**src/rtl/iq_inst_extract_pkg.sv**
```systemverilog
// -----------------------------------------------------------------------------
// iq_inst_extract_pkg
//   Shared constants and types for the instruction-queue extractor:
//   - cache line / instruction geometry and the derived slot index width
//   - state encoding of the extractor FSM
// -----------------------------------------------------------------------------
package iq_inst_extract_pkg;

  localparam int ICACHE_LINE_SIZE  = 128;
  localparam int INST_SIZE         = 32;
  localparam int IQ_WORDS_PER_LINE = ICACHE_LINE_SIZE / INST_SIZE;
  localparam int IQ_SLOT_SIZE      = $clog2(IQ_WORDS_PER_LINE);

  // EMPTY : no line held, waiting to pop one from the queue
  // WAIT  : read issued, queue data arrives this cycle
  // SERVE : line held, handing out one instruction per transfer
  typedef enum logic [1:0] {
    EX_EMPTY = 2'd0,
    EX_WAIT  = 2'd1,
    EX_SERVE = 2'd2
  } ex_state_e;

endpackage : iq_inst_extract_pkg

```
**src/rtl/iq_inst_extract.sv**
```systemverilog
// -----------------------------------------------------------------------------
// iq_inst_extract
//   Pops one cache line at a time from the instruction queue, splits it into
//   INST_W-bit instructions and presents them to decode one per cycle with
//   their PC. Owns the fetch-redirect path: a redirect drops any held or
//   in-flight line, reloads the PC and pulses a queue flush.
//
// Ports
//   clk_i          clock
//   rst_i          synchronous active-high reset
//   iq_empty_i     queue empty flag
//   iq_wr_i        queue write strobe (writes win over reads in the queue)
//   iq_data_i      queue read data, valid the cycle after an accepted read
//   iq_rd_o        queue read request (combinational)
//   iq_flush_o     one-cycle queue flush pulse, the cycle after a redirect
//   redirect_i     branch/exception redirect
//   redirect_pc_i  redirect target PC (bits [1:0] are zero)
//   inst_o         instruction to decode
//   pc_o           PC of inst_o
//   valid_o        inst_o/pc_o valid
//   ready_i        decode accepts; a transfer is valid_o & ready_i
// -----------------------------------------------------------------------------
module iq_inst_extract
  import iq_inst_extract_pkg::*;
#(
  parameter int              LINE_W   = ICACHE_LINE_SIZE,
  parameter int              INST_W   = INST_SIZE,
  parameter int              PC_W     = 32,
  parameter logic [PC_W-1:0] RESET_PC = '0
) (
  input  logic              clk_i,
  input  logic              rst_i,
  input  logic              iq_empty_i,
  input  logic              iq_wr_i,
  input  logic [LINE_W-1:0] iq_data_i,
  output logic              iq_rd_o,
  output logic              iq_flush_o,
  input  logic              redirect_i,
  input  logic [PC_W-1:0]   redirect_pc_i,
  output logic [INST_W-1:0] inst_o,
  output logic [PC_W-1:0]   pc_o,
  output logic              valid_o,
  input  logic              ready_i
);

  localparam int WORDS  = LINE_W / INST_W;
  localparam int SLOT_W = $clog2(WORDS);

  ex_state_e             state_q, state_d;
  logic                  valid_q;
  logic                  flush_q;
  logic [LINE_W-1:0]     line_q;
  logic [PC_W-1:0]       pc_q;
  logic [SLOT_W-1:0]     slot_q;

  logic                  xfer;
  logic                  last_xfer;
  logic                  rd;

  assign xfer      = valid_q & ready_i;
  assign last_xfer = (state_q == EX_SERVE) & xfer & (slot_q == SLOT_W'(WORDS - 1));

  // Only request a read the queue will actually honour: a same-cycle write
  // would win arbitration, and a read during redirect/flush/reset would pop a
  // line that is about to be discarded.
  assign rd = ~iq_empty_i & ~iq_wr_i & ~redirect_i & ~flush_q & ~rst_i &
              ((state_q == EX_EMPTY) | last_xfer);

  // ---------------------------------------------------------------------------
  // Next-state logic
  // ---------------------------------------------------------------------------
  always_comb begin
    // NOTE: default first so every path assigns state_d and no latch is inferred.
    state_d = state_q;
    unique case (state_q)
      EX_EMPTY: if (rd) state_d = EX_WAIT;
      EX_WAIT:  state_d = EX_SERVE;
      EX_SERVE: if (last_xfer) state_d = rd ? EX_WAIT : EX_EMPTY;
      default:  state_d = EX_EMPTY;
    endcase
    if (redirect_i) state_d = EX_EMPTY;
  end

  // ---------------------------------------------------------------------------
  // State and control registers
  // ---------------------------------------------------------------------------
  // NOTE: sequential state uses non-blocking assignments so every register
  // samples pre-edge values, independent of block ordering.
  always_ff @(posedge clk_i) begin
    if (rst_i) begin
      state_q <= EX_EMPTY;
      valid_q <= 1'b0;
      flush_q <= 1'b0;
      pc_q    <= RESET_PC;
      slot_q  <= RESET_PC[SLOT_W+1:2];
    end else begin
      state_q <= state_d;
      valid_q <= (state_d == EX_SERVE);
      flush_q <= redirect_i;
      // A transfer coinciding with a redirect still completes on the decode
      // side; the redirect target simply overrides the PC advance.
      if (redirect_i) begin
        pc_q   <= redirect_pc_i;
        slot_q <= redirect_pc_i[SLOT_W+1:2];
      end else if (xfer) begin
        pc_q   <= pc_q + PC_W'(4);
        slot_q <= slot_q + SLOT_W'(1);
      end
    end
  end

  // ---------------------------------------------------------------------------
  // Line buffer
  // ---------------------------------------------------------------------------
  // NOTE: the line buffer carries no reset; valid_q qualifies its contents, so
  // resetting it would only add reset fan-out to a wide data register.
  always_ff @(posedge clk_i) begin
    if (state_q == EX_WAIT) line_q <= iq_data_i;
  end

  // Slot counter starts at the PC's word offset, so the first line after reset
  // or redirect skips the words that precede the target.
  assign inst_o     = line_q[INST_W*int'(slot_q) +: INST_W];
  assign pc_o       = pc_q;
  assign valid_o    = valid_q;
  assign iq_rd_o    = rd;
  assign iq_flush_o = flush_q;

endmodule : iq_inst_extract
```
**config.mk**
```make
export PLATFORM = sky130hd
export DESIGN_NAME = iq_inst_extract
export DESIGN_NICKNAME = d
export VERILOG_FILES = /design/src/rtl/iq_inst_extract_pkg.sv /design/src/rtl/iq_inst_extract.sv
export SDC_FILE = /design/constraint.sdc
export NUM_CORES = 1
export LEC_CHECK = 0
export BUFFER_PORTS_ARGS = -buffer_cell sky130_fd_sc_hd__buf_2
export CORE_UTILIZATION = 30
export CTS_BUF_LIST = sky130_fd_sc_hd__clkbuf_8
export DETAILED_ROUTE_END_ITERATION = 16
export PLACE_DENSITY = 0.54
export SETUP_SLACK_MARGIN = 0.2
export SYNTH_ARGS = -nofsm -noshare
export SYNTH_HDL_FRONTEND = slang
export SYNTH_SLANG_ARGS = --single-unit
```
**constraint.sdc**
```tcl
create_clock -name clk_i -period 9.6 [get_ports clk_i]
set_input_delay 2.88 -clock clk_i [delete_from_list [all_inputs] [get_ports clk_i]]
set_output_delay 2.88 -clock clk_i [all_outputs]
set_load 0.02 [all_outputs]
```
* Word level (Yosys, flattened, before mapping) *
Cells that the tools add are included.

storage, ports and cells
  logic and storage cells = 38
  register bits = 166
  bits of input ports = 166

operators by class
  eq/ne operators = 4
  mux-type cells = 9
  shift operators = 1
  $add $sub $neg = 2
  reduce and logical (&&, ||, !) cells = 2
  bitwise operators = 14

operators with widths
  kind                   number
  $shiftx 128x8->32      1
  $mux 32                2
  $add 32x3->32 const B  1
  $mux 2                 5
  $and 1x1->1            8
  $eq 2x2->1 const B     3
  $pmux 2 s3             1
  $not 1->1              5
  $add 2x1->2 const B    1
  $eq 2x1->1 const B     1
  $logic_not 2->1        1
  $reduce_bool 2->1      1
  $mux 1                 1
  $or 1x1->1             1

* Longest topological paths before layout *
  word-level depth = 11
  gate-level depth with buffers = 6
  depth with buffers taken out = 5

* Least setup slack after synthesis *
OpenSTA, ideal clock, no wires.

  path type = register -> register
  start point = register state_q[0]
  end point = register state_q[1]
  cell stages (with the launch flop) = 3
  arrival = 6.680 ns
  setup slack = 2.835 ns
  setup time = 0.085 ns
  period minus slack after synthesis = 6.765 ns
  cell sequence = dfxtp_1 > nor2b_1 > o211a_1

on the way
  cells in the longest elaborated chain, start to end = 8
  elaborated cells on any way between the ends = 11
  classes of those cells = 2 x eq/ne; 4 x mux; 4 x bitwise; 1 x reduce/logical

RTL lines
  item                       line                                          RTL
  start: declaration         iq_inst_extract.sv:49                         ex_state_e state_q, state_d;
  start signal: assignment   iq_inst_extract.sv:97                         state_q <= state_d;
  $eq 2x2->1                 iq_inst_extract.sv:61, iq_inst_extract.sv:75
  $and 1x1->1 (2 in series)  iq_inst_extract.sv:61                         assign last_xfer = (state_q == EX_SERVE) & xfer & (slot_q == SLOT_W'(WORDS - 1));
  $or 1x1->1                 iq_inst_extract.sv:67                         ((state_q == EX_EMPTY) | last_xfer);
  $and 1x1->1                iq_inst_extract.sv:66                         assign rd = ~iq_empty_i & ~iq_wr_i & ~redirect_i & ~flush_q & ~rst_i &
  $mux 2                     iq_inst_extract.sv:76                         EX_EMPTY: if (rd) state_d = EX_WAIT;
  $pmux 2 s3 (*)             iq_inst_extract.sv:75                         unique case (state_q)
  $mux 2 (*)                 iq_inst_extract.sv:81                         if (redirect_i) state_d = EX_EMPTY;

Mark *: on every way between the ends. The rest lies on a longest branch, timed or not.
A chain may end at the register's enable or synchronous reset.

* Worst setup path in the final report *
  start point = input rst_i
  end point = output iq_rd_o

on the way
  cells in the longest elaborated chain, start to end = 3

RTL lines
  item                       line                   RTL
  start: declaration         iq_inst_extract.sv:32  input logic rst_i,
  $not 1->1                  iq_inst_extract.sv:66
  $and 1x1->1 (2 in series)  iq_inst_extract.sv:66
  end: declaration           iq_inst_extract.sv:36  output logic iq_rd_o,

No other way between the ends.

==> results.json <==
{
  "status": "completed",
  "multi_input_area_sq_mm": 0.00203,
  "cts_resized": 0,
  "worstSetupStartpointType": "input port",
  "worst-setup-path-type": "input port to output port",
  "clk_pin_slew_worst_paths_ps": 90,
  "rsz0062_at_grt": "false",
  "wl_met3_um": 1100,
  "ys_types": 49,
  "die_h_um": 152,
  "drc": 0,
  "final-setup-viol-count": 0,
  "drt_iter0_drc": 225,
  "yosys_most_used_dff": "edfxtp_1",
  "async_reset_ff_share_pct": 0,
  "slowest_stage": "buf_2",
  "place_congestion": 0.825,
  "synth.yosys.seq_area_share_pct": 68.3,
  "avgSynthCellArea_sq_um": 16.0,
  "cts_tree": "yes",
  "worstMarginPinSlew_ps": 1040,
  "max-cap-violations": 0,
  "report.final.slew_viol_count": 0,
  "syn_nets": 590,
  "ir_drop_mv": 0.0876,
  "final_cells": 947,
  "hpwl_um": 11200,
  "chipWidth_um": 152,
  "synth_edf_count": 128,
  "port_buffers": 232,
  "ios": 233,
  "routed_wl_um": 16000,
  "fin_crit_sh_pct": 72.7,
  "gr-usage-all-layers_pct": 14.1,
  "grt_overflow": 0,
  "critPathArrivalTime_ps": 4100,
  "hold_viol_final": 0,
  "slew_headroom_pct": 30.9,
  "post_cts_buffers": 0,
  "post_drt_via_cell_ratio": 4.88,
  "clkSinkCount": 166,
  "hp-class": "register to register",
  "antenna_found_initial": 0,
  "top_layer_used": "met4",
  "dr.pass1.iters": 4,
  "clock_skew_ps": 10.2,
  "required_ps": 6720,
  "fill_cells": 2086,
  "htree_levels": 4,
  "nets": 822,
  "drive_above_1_share_pct": 46.9,
  "powerDensity_mw_per_mm2": 170,
  "clock_latency_ps": 440,
  "core-area_sq_mm": 0.0219,
  "max_freq_mhz": 143,
  "met1_length_um": 6870,
  "die_area_sq_mm": 0.0231,
  "grt_start_max_net_pins": 75,
  "synthToLayoutAreaGrowth_pct": 27.7,
  "p_leak_nw": 3.23,
  "final_antenna_net_count": 0,
  "hold_buffers": 0,
  "num_rows": 54,
  "fin_util_pct": 39.3,
  "synth_area_sq_mm": 0.00674,
  "tns_ps": 0,
  "path_max_fanout": 29,
  "ys_ff_latch": 166,
  "cpMostUsedCell": "buf_2",
  "num_vias": 4624,
  "placedCellCount": 915,
  "clk_path_buf_depth": 2,
  "max_stage_delay_ps": 460,
  "path_cells": "buf_2 > inv_1 > and4_1 > buf_2",
  "critical_path_buf_inv_count": 3,
  "initial_core_util_pct": 30.8,
  "numCtsBuffers": 17,
  "n_antenna_cell": 0,
  "wl_per_cell_um": 16.9,
  "finalCriticalPeriod_ps": 6980,
  "regArea_sq_mm": 0.00461,
  "critical_path.top_delay_family": "buffers and inverters",
  "grt_pass1_wl_um": 25300,
  "met2RoutedLength_um": 7840,
  "end_kind": "output port",
  "yosysWarnings": 0,
  "syn-instance-count": 422,
  "cts_root_buf": "clkbuf_8",
  "grt_pass1_vias": 4689
}
-- sequential cells by signal, indices dropped and copies added (netlist names) --
register    count
pc_o           32
line_q        128
valid_o         1
state_q         2
iq_flush_o      1
slot_q          2
-- stage by stage --
step | hold slack [ps] | worst slack [ps] | instance area [sq um] | power (mW)
global route | 561 | 2500 | 8610 | 1.53
floorplan | 556 | 2830 | 6740 | 0.903
CTS | 538 | 2630 | 8610 | 1.49
detailed placement | 519 | 2630 | 8210 | 0.973
finish | 548 | 2620 | 8610 | 1.46
global placement | 482 | 2660 | 8210 | 0.970
-- cell usage in the layout, fill, tap and decap left out, types with 4 or more instances in the layout --
cell,instances
nor2_1,27
nand2_1,17
or3_1,10
or4_1,9
and2_1,4
a21oi_1,5
buf_4,5
edfxtp_1,128
o31ai_1,8
mux4_2,32
a311oi_1,15
inv_1,4
xor2_1,7
nand3_1,11
nor4_1,7
clkbuf_8,17
o21ai_0,7
buf_2,232
dfxtp_1,36
a211oi_1,9
inv_6,4
and3_1,5
and4_1,6
inv_8,4
nand4_1,8
mux2i_1,4
-- worst register-to-register path, cell delays in order (launching register included) --
cell,delay [ps]
dfxtp_1,460
ha_1,300
nand3_2,240
or4_4,490
or4_1,470
a311oi_1,260
-- kinds of logic (layout without fill, tap and decap cells) --
| logic type | Yosys count | in the layout | share of synthesized area (%) |
|---|---|---|---|
| adders and majority gates | 2 | 2 | 0.371 |
| and+or+nand+nor | 119 | 119 | 10.2 |
| DFF | 166 | 166 | 68.3 |
| AOI/OAI and AO/OA | 60 | 60 | 6.81 |
| xor gates and xnor gates | 10 | 10 | 1.30 |
| buffers and inverters | 29 | 274 | 1.65 |
| muxes | 36 | 36 | 11.3 |
-- final timing paths --
check / to / slack [ps] / cells after the start / start
setup / recovery: iq_rd_o / 2620 / 4 / rst_i
hold / removal: pc_o[30] / 550 / 2 / pc_o[30]
setup reg to reg: pc_o[30] / 7290 / 5 / pc_o[2]
hold reg to reg: pc_o[30] / 550 / 2 / pc_o[30]
-- metal layers --
layer / GRT usage, % / vias up
met5: 0 / -
met4: 4.05 / 0
met3: 4.36 / 9
met2: 23.0 / 167
met1: 18.1 / 2262
li1: - / 2186
-- final cells by class --
cell class                 count  share of cell area [%]
clock buffer                  17                    2.72
timing repair buffer         237                    13.9
inverter                       5                   0.218
clock inverter                15                    1.93
sequential                   166                    53.5
tap                          280                    4.07
multi-input combinational    227                    23.6
-- power breakdown --
group	switching, mW	internal [mW]	total [mW]
registers	0.0202	0.792	0.812
logic	0.0756	0.0666	0.142
clock network	0.287	0.218	0.505
total	0.383	1.08	1.46
-- cell usage after synthesis, types with 8 or more instances --
cell type / count / area share (%)
a211oi_1: 9 / 1.0
a311oi_1: 15 / 1.9
clkbuf_1: 18 / 1.0
dfxtp_1: 38 / 11
edfxtp_1: 128 / 57
mux4_2: 32 / 11
nand2_1: 17 / 0.95
nand3_1: 11 / 0.82
nand4_1: 8 / 0.74
nor2_1: 27 / 1.5
o31ai_1: 8 / 0.89
or3_1: 10 / 0.93
or4_1: 9 / 1.0
Note: power is estimated with default switching activity, not from simulation.
